**config.mk**
```make
export PLATFORM = sky130hd
export DESIGN_NAME = flash_op_arbiter
export DESIGN_NICKNAME = d
export VERILOG_FILES = /design/src/rtl/flash_op_arbiter.sv
export SDC_FILE = /design/constraint.sdc
export NUM_CORES = 1
export LEC_CHECK = 0
export ABC_CLOCK_PERIOD_IN_PS = 5250
export BUFFER_PORTS_ARGS = -buffer_cell sky130_fd_sc_hd__buf_2
export CORE_MARGIN = 4
export CORE_UTILIZATION = 45
export CTS_BUF_LIST = sky130_fd_sc_hd__clkbuf_4 sky130_fd_sc_hd__clkbuf_8
export DETAILED_ROUTE_END_ITERATION = 8
export GPL_ROUTABILITY_DRIVEN = 0
export PLACE_DENSITY = 0.95
export SLEW_MARGIN = 20
export SYNTH_ARGS = -nofsm -noshare
export SYNTH_HDL_FRONTEND = slang
export SYNTH_SLANG_ARGS = --single-unit
```
**constraint.sdc**
```tcl
create_clock -name i_clk -period 5.25 [get_ports i_clk]
set_input_delay 0.525 -clock i_clk [delete_from_list [all_inputs] [get_ports i_clk]]
set_output_delay 0.525 -clock i_clk [all_outputs]
set_load 0.01 [all_outputs]
```
**src/rtl/flash_op_arbiter.sv**
```systemverilog
// flash_op_arbiter: shares the single Flash_ctrl user port between two requesters.
// Arbitrates operation requests (round-robin or fixed priority), forwards the granted
// request, steers its write stream downstream and returns read data to the owner.
// Optional watchdog: define FLASH_ARB_TIMEOUT_EN (adds parameter P_TIMEOUT_CYC).
module flash_op_arbiter #(
    parameter int unsigned P_DATA_WIDTH  = 8,
    parameter int unsigned P_ARB_MODE    = 0
`ifdef FLASH_ARB_TIMEOUT_EN
    ,
    parameter logic [31:0] P_TIMEOUT_CYC = 32'd25000000
`endif
) (
    input  logic                    i_clk,
    input  logic                    i_rst_n,
    // requester 0
    input  logic [1:0]              i_req0_operation_type,
    input  logic [23:0]             i_req0_operation_addr,
    input  logic [8:0]              i_req0_operation_byte_num,
    input  logic                    i_req0_operation_valid,
    output logic                    o_req0_operation_ready,
    input  logic [P_DATA_WIDTH-1:0] i_req0_write_data,
    input  logic                    i_req0_write_sop,
    input  logic                    i_req0_write_eop,
    input  logic                    i_req0_write_valid,
    output logic [P_DATA_WIDTH-1:0] o_req0_read_data,
    output logic                    o_req0_read_sop,
    output logic                    o_req0_read_eop,
    output logic                    o_req0_read_valid,
    // requester 1
    input  logic [1:0]              i_req1_operation_type,
    input  logic [23:0]             i_req1_operation_addr,
    input  logic [8:0]              i_req1_operation_byte_num,
    input  logic                    i_req1_operation_valid,
    output logic                    o_req1_operation_ready,
    input  logic [P_DATA_WIDTH-1:0] i_req1_write_data,
    input  logic                    i_req1_write_sop,
    input  logic                    i_req1_write_eop,
    input  logic                    i_req1_write_valid,
    output logic [P_DATA_WIDTH-1:0] o_req1_read_data,
    output logic                    o_req1_read_sop,
    output logic                    o_req1_read_eop,
    output logic                    o_req1_read_valid,
    // Flash_ctrl side
    output logic [1:0]              o_operation_type,
    output logic [23:0]             o_operation_addr,
    output logic [8:0]              o_operation_byte_num,
    output logic                    o_operation_valid,
    input  logic                    i_operation_ready,
    output logic [P_DATA_WIDTH-1:0] o_write_data,
    output logic                    o_write_sop,
    output logic                    o_write_eop,
    output logic                    o_write_valid,
    input  logic [P_DATA_WIDTH-1:0] i_read_data,
    input  logic                    i_read_sop,
    input  logic                    i_read_eop,
    input  logic                    i_read_valid,
    // status
    output logic [1:0]              o_grant,
    output logic                    o_op_err,
    output logic                    o_timeout
);

    typedef enum logic [1:0] {StIdle, StIssue, StRun} state_e;

    state_e      state_q, state_d;
    logic        last_q, last_d;          // 1: req1 was served last
    logic [1:0]  grant_q, grant_d;
    logic [1:0]  type_q, type_d;
    logic [23:0] addr_q, addr_d;
    logic [8:0]  num_q, num_d;
    logic        op_valid_q, op_valid_d;
    logic        op_err_q, op_err_d;
    logic        run_first_q, run_first_d; // first RUN cycle: ready still reflects the accept
    logic        eop_seen_q, eop_seen_d;
    logic        win0, win1;
    logic [1:0]  sel_type;
    logic        read_eop, done;
`ifdef FLASH_ARB_TIMEOUT_EN
    logic [31:0] cnt_q, cnt_d;
    logic        timeout_q, timeout_d;
`endif

    // Arbitration winner among the currently valid requests
    always_comb begin
        win0 = 1'b0;
        win1 = 1'b0;
        if (i_req0_operation_valid && i_req1_operation_valid) begin
            if (P_ARB_MODE != 0 || last_q) win0 = 1'b1;
            else                           win1 = 1'b1;
        end else begin
            win0 = i_req0_operation_valid;
            win1 = i_req1_operation_valid;
        end
    end

    assign o_req0_operation_ready = (state_q == StIdle) && win0;
    assign o_req1_operation_ready = (state_q == StIdle) && win1;
    assign sel_type = win1 ? i_req1_operation_type : i_req0_operation_type;
    assign read_eop = i_read_eop && i_read_valid;
    // Reads finish only once the last beat has been returned (possibly this very cycle)
    assign done     = i_operation_ready && ((type_q != 2'd1) || eop_seen_q || read_eop);

    // Next-state logic for the operation FSM and its latched request
    always_comb begin
        state_d     = state_q;
        last_d      = last_q;
        grant_d     = grant_q;
        type_d      = type_q;
        addr_d      = addr_q;
        num_d       = num_q;
        op_valid_d  = op_valid_q;
        op_err_d    = 1'b0;
        run_first_d = run_first_q;
        eop_seen_d  = eop_seen_q | read_eop;
`ifdef FLASH_ARB_TIMEOUT_EN
        cnt_d       = cnt_q;
        timeout_d   = 1'b0;
`endif
        unique case (state_q)
            StIdle: begin
                if (win0 || win1) begin
                    last_d = win1;
                    if (sel_type == 2'd3) begin
                        op_err_d = 1'b1;
                        grant_d  = 2'b00;
                    end else begin
                        type_d     = sel_type;
                        addr_d     = win1 ? i_req1_operation_addr : i_req0_operation_addr;
                        num_d      = win1 ? i_req1_operation_byte_num
                                          : i_req0_operation_byte_num;
                        grant_d    = {win1, win0};
                        op_valid_d = 1'b1;
                        eop_seen_d = 1'b0;
                        state_d    = StIssue;
`ifdef FLASH_ARB_TIMEOUT_EN
                        cnt_d      = '0;
`endif
                    end
                end
            end
            StIssue: begin
                if (i_operation_ready) begin
                    op_valid_d  = 1'b0;
                    run_first_d = 1'b1;
                    state_d     = StRun;
                end
            end
            StRun: begin
                run_first_d = 1'b0;
                if (!run_first_q && done) begin
                    grant_d = 2'b00;
                    state_d = StIdle;
                end
            end
            default: state_d = StIdle;
        endcase
`ifdef FLASH_ARB_TIMEOUT_EN
        // Watchdog only fires if the operation is not completing this cycle
        if (state_q != StIdle && state_d != StIdle) begin
            if (cnt_q == P_TIMEOUT_CYC - 32'd1) begin
                timeout_d   = 1'b1;
                op_valid_d  = 1'b0;
                grant_d     = 2'b00;
                run_first_d = 1'b0;
                state_d     = StIdle;
            end else begin
                cnt_d = cnt_q + 32'd1;
            end
        end
`endif
    end

    // State and registered outputs
    always_ff @(posedge i_clk or negedge i_rst_n) begin
        if (!i_rst_n) begin
            state_q     <= StIdle;
            last_q      <= 1'b1;
            grant_q     <= 2'b00;
            type_q      <= 2'd0;
            addr_q      <= 24'd0;
            num_q       <= 9'd0;
            op_valid_q  <= 1'b0;
            op_err_q    <= 1'b0;
            run_first_q <= 1'b0;
            eop_seen_q  <= 1'b0;
`ifdef FLASH_ARB_TIMEOUT_EN
            cnt_q       <= 32'd0;
            timeout_q   <= 1'b0;
`endif
        end else begin
            state_q     <= state_d;
            last_q      <= last_d;
            grant_q     <= grant_d;
            type_q      <= type_d;
            addr_q      <= addr_d;
            num_q       <= num_d;
            op_valid_q  <= op_valid_d;
            op_err_q    <= op_err_d;
            run_first_q <= run_first_d;
            eop_seen_q  <= eop_seen_d;
`ifdef FLASH_ARB_TIMEOUT_EN
            cnt_q       <= cnt_d;
            timeout_q   <= timeout_d;
`endif
        end
    end

    // Write steering: only the granted requester reaches the controller
    always_comb begin
        o_write_data  = '0;
        o_write_sop   = 1'b0;
        o_write_eop   = 1'b0;
        o_write_valid = 1'b0;
        unique case (grant_q)
            2'b01: begin
                o_write_data  = i_req0_write_data;
                o_write_sop   = i_req0_write_sop;
                o_write_eop   = i_req0_write_eop;
                o_write_valid = i_req0_write_valid;
            end
            2'b10: begin
                o_write_data  = i_req1_write_data;
                o_write_sop   = i_req1_write_sop;
                o_write_eop   = i_req1_write_eop;
                o_write_valid = i_req1_write_valid;
            end
            default: ;
        endcase
    end

    assign o_req0_read_data  = i_read_data;
    assign o_req0_read_sop   = i_read_sop & grant_q[0];
    assign o_req0_read_eop   = i_read_eop & grant_q[0];
    assign o_req0_read_valid = i_read_valid & grant_q[0];
    assign o_req1_read_data  = i_read_data;
    assign o_req1_read_sop   = i_read_sop & grant_q[1];
    assign o_req1_read_eop   = i_read_eop & grant_q[1];
    assign o_req1_read_valid = i_read_valid & grant_q[1];

    assign o_operation_type     = type_q;
    assign o_operation_addr     = addr_q;
    assign o_operation_byte_num = num_q;
    assign o_operation_valid    = op_valid_q;
    assign o_grant              = grant_q;
    assign o_op_err             = op_err_q;
`ifdef FLASH_ARB_TIMEOUT_EN
    assign o_timeout = timeout_q;
`else
    assign o_timeout = 1'b0;
`endif

endmodule
```
==> flow_summary.yaml <==
global_route:
  grt_max_degree: 45
  top_usage_layer: "met2"
  grt_pass1_wl_mm: 10.6
  gr-usage-met1_pct: 23.0
  grtUsageTotal_pct: 20.3
  grtUsageMet2_pct: 37.7
  antenna_found_initial: 0
  grt_util_met3_pct: 4.43
  gr-total-overflow: 0
  grt_pass1_vias: 2436
floorplan:
  core_sq_um: 5140
  die_width_um: 81.2
  io_pins: 183
  floorplan.initialDensity_pct: 46.9
  die_y_um: 81.2
  std_cell_rows: 26
  die_area_sq_um: 6590
yosys:
  synth_xor_area_share_pct: 0
  synth-simple-area-share_pct: 16.8
  synth_top_cell_by_area: "dfrtp_1"
  synth_top_area_share_pct: 44.7
  ys_seq_area_share_pct: 45.7
  yosysWarningCount: 0
  synth_mux_area_share_pct: 0.623
  synth_top_family_by_area: "compound AO/OA/AOI/OAI gates"
  synth_cells: 288
  synth_area_per_cell_sq_um: 8.37
  syn-cell-area_sq_um: 2410
  synth_fa_ha_area_share_pct: 1.04
  ys_types: 28
  ys_ff_latch: 44
  syn-num-nets: 398
  synth_area_leaders: "dfrtp_1 45%, nand2_1 11%, a31oi_1 9.3%"
  synth_compound_area_share_pct: 24.8
critical_path:
  cp.required_ps: 5390
  r2r-start: "last_q"
  r2r_cells: 4
  r2r_slack_ps: 2740
  crit_start: "last_q"
  cp-end-kind: "flop"
  crit_fanout: 37
  worst-setup-path-type: "reg -> reg"
  cp-start-kind: "flop"
  crit_arrival_ps: 2650
  reg2reg_to: "o_operation_addr[18]"
sta:
  rsz0062_at_grt: "no"
  setup_viol: 0
  slew_headroom_pct: 37.7
  fmax_ghz: 0.399
  skew_ps: 6.96
  hold_viol: 0
  worst_pin_slew_ps: 934
  fin_ws_ps: 2740
  fin_crit_sh_pct: 47.8
  fin_setup_tns_ps: 0
  slew_violations: 0
  fin_crit_ps: 2510
cells_and_area:
  fin_nets: 526
  drive_gt1_share_pct: 41.8
  num_antenna_cells: 0
  area_growth_pct: 30.3
  n_fill_cell: 476
drt:
  drtAntennaViolNets: 0
  viasPerCell: 5.23
  drt_first_pass_iters: 4
  drc: 0
  routedWlPerCell_um: 14.0
  first_iter_violations: 141
  via_count: 2544
  routed_wirelength_mm: 6.78
clock_tree:
  cts.sink_count: 44
  post_cts_buffers: 0
  cts-resized-gates: 0
  ctsLongestPathBuffers: 2
  cts_tree: "built"
  clk_latency_ps: 280
  numCtsBuffers: 5
  clockRootBuffer: "clkbuf_8"
  holdBufCountCts: 0
  clk_pin_slew_ps: 70
  htreeDepth: 2
pwr:
  irDropWorstVdd_v: 0.000307
  pwr_density_cell_nw_per_um2: 511
  p_leak_nw: 1.62
placement:
  dp_slack_ps: 2290
  io_buffers: 157
  place.detailed.hpwl_mm: 5.12
run_status:
  outcome: "completed"
job:
  cap_violations: 0
hold_path:
  hp-class: "in -> async"
==> cells in the final DEF, fill, tap and decap left out, drive strengths merged, types with 2 or more instances in the layout <==
master and instances:
and2 7, nand2 73, dfrtp 43, o21a 2
a31oi 37, buf 159, inv 5, nand2b 2
ha 2, a31o 2, nor2 16, clkbuf 6
o21ai 3, a22oi 12, a21oi 36
==> kinds of logic after synthesis <==
kind of cell    after synthesis
simple gates                100
compound gates               97
flops                        44
buf+inv                      43
fa+ha+maj                     2
mux                           1
other cells                   1
==> layer usage <==
layer	share of wire (%)	vias up
li1	-	1234
met1	37	1158
met4	1.4	0
met3	9.4	13
met5	0	-
met2	52	139
==> sequential cells by signal (all words and copies together), names as in the netlist <==
register	flops
o_operation_addr	24
last_q	1
state_q	2
o_grant	2
o_operation_byte_num	9
eop_seen_q	1
o_operation_valid	1
o_op_err	1
run_first_q	1
o_operation_type	2
==> how the worst max path moves through the flow <==
stage / end / slack, ps
final: o_operation_addr[18] / 2740
after global routing: o_operation_addr[20] / 2570
after CTS: o_operation_addr[18] / 2430
after detailed placement: o_operation_addr[18] / 2290
after global placement: o_operation_addr[12] / 2390
after floorplan: state_q[0] / 3480
==> where the power goes <==
group,switching [W],internal [W]
combinational,0.000463,0.000331
sequential,0.000104,0.000508
clock,0.000101,0.0000956
total,0.000668,0.000935
==> final cells by class <==
cell class | instances | area (sq um) | area share, %
clock buffers | 6 | 76.3 | 2.43
clock inverters | 1 | 5.00 | 0.159
inverters | 5 | 18.8 | 0.598
multi-input cells | 201 | 1050 | 33.4
flip-flops and latches | 44 | 1100 | 35.1
well taps | 70 | 87.6 | 2.79
repair buffers | 159 | 801 | 25.5
==> stage by stage <==
stage | power, W | hold slack (ps) | area [sq um] | std cells | util (%)
floorplan | 0.00113 | 229 | 2410 | 288 | -
global placement | 0.00139 | 483 | 3060 | 479 | 59.5
detailed placement | 0.00142 | 482 | 3060 | 479 | 59.5
CTS | 0.00162 | 411 | 3140 | 486 | 61.1
global route | 0.00174 | 467 | 3140 | 486 | 61.1
finish | 0.00160 | 383 | 3140 | 486 | 61.1
==> worst max-delay path, stage by stage (launching register included) <==
cell and delay (ps):
dfstp_2 560, a21bo_2 630, mux2_4 540, and2_4 460, a31oi_1 150
==> cells in the mapped netlist (all sizes together) <==
cell    count
nor2       16
o21ai       3
nand3       1
inv         5
clkbuf     16
a311oi      1
and3        1
and2        7
a31o        2
a21o        1
dfrtp      43
o21a        2
a21boi      1
nand2b      2
buf        22
a22oi      12
dfstp       1
a21bo       1
ha          2
a211oi      1
conb        1
a21oi      36
mux2        1
nand2      73
a31oi      37
Power figures use the tool's default switching activity.
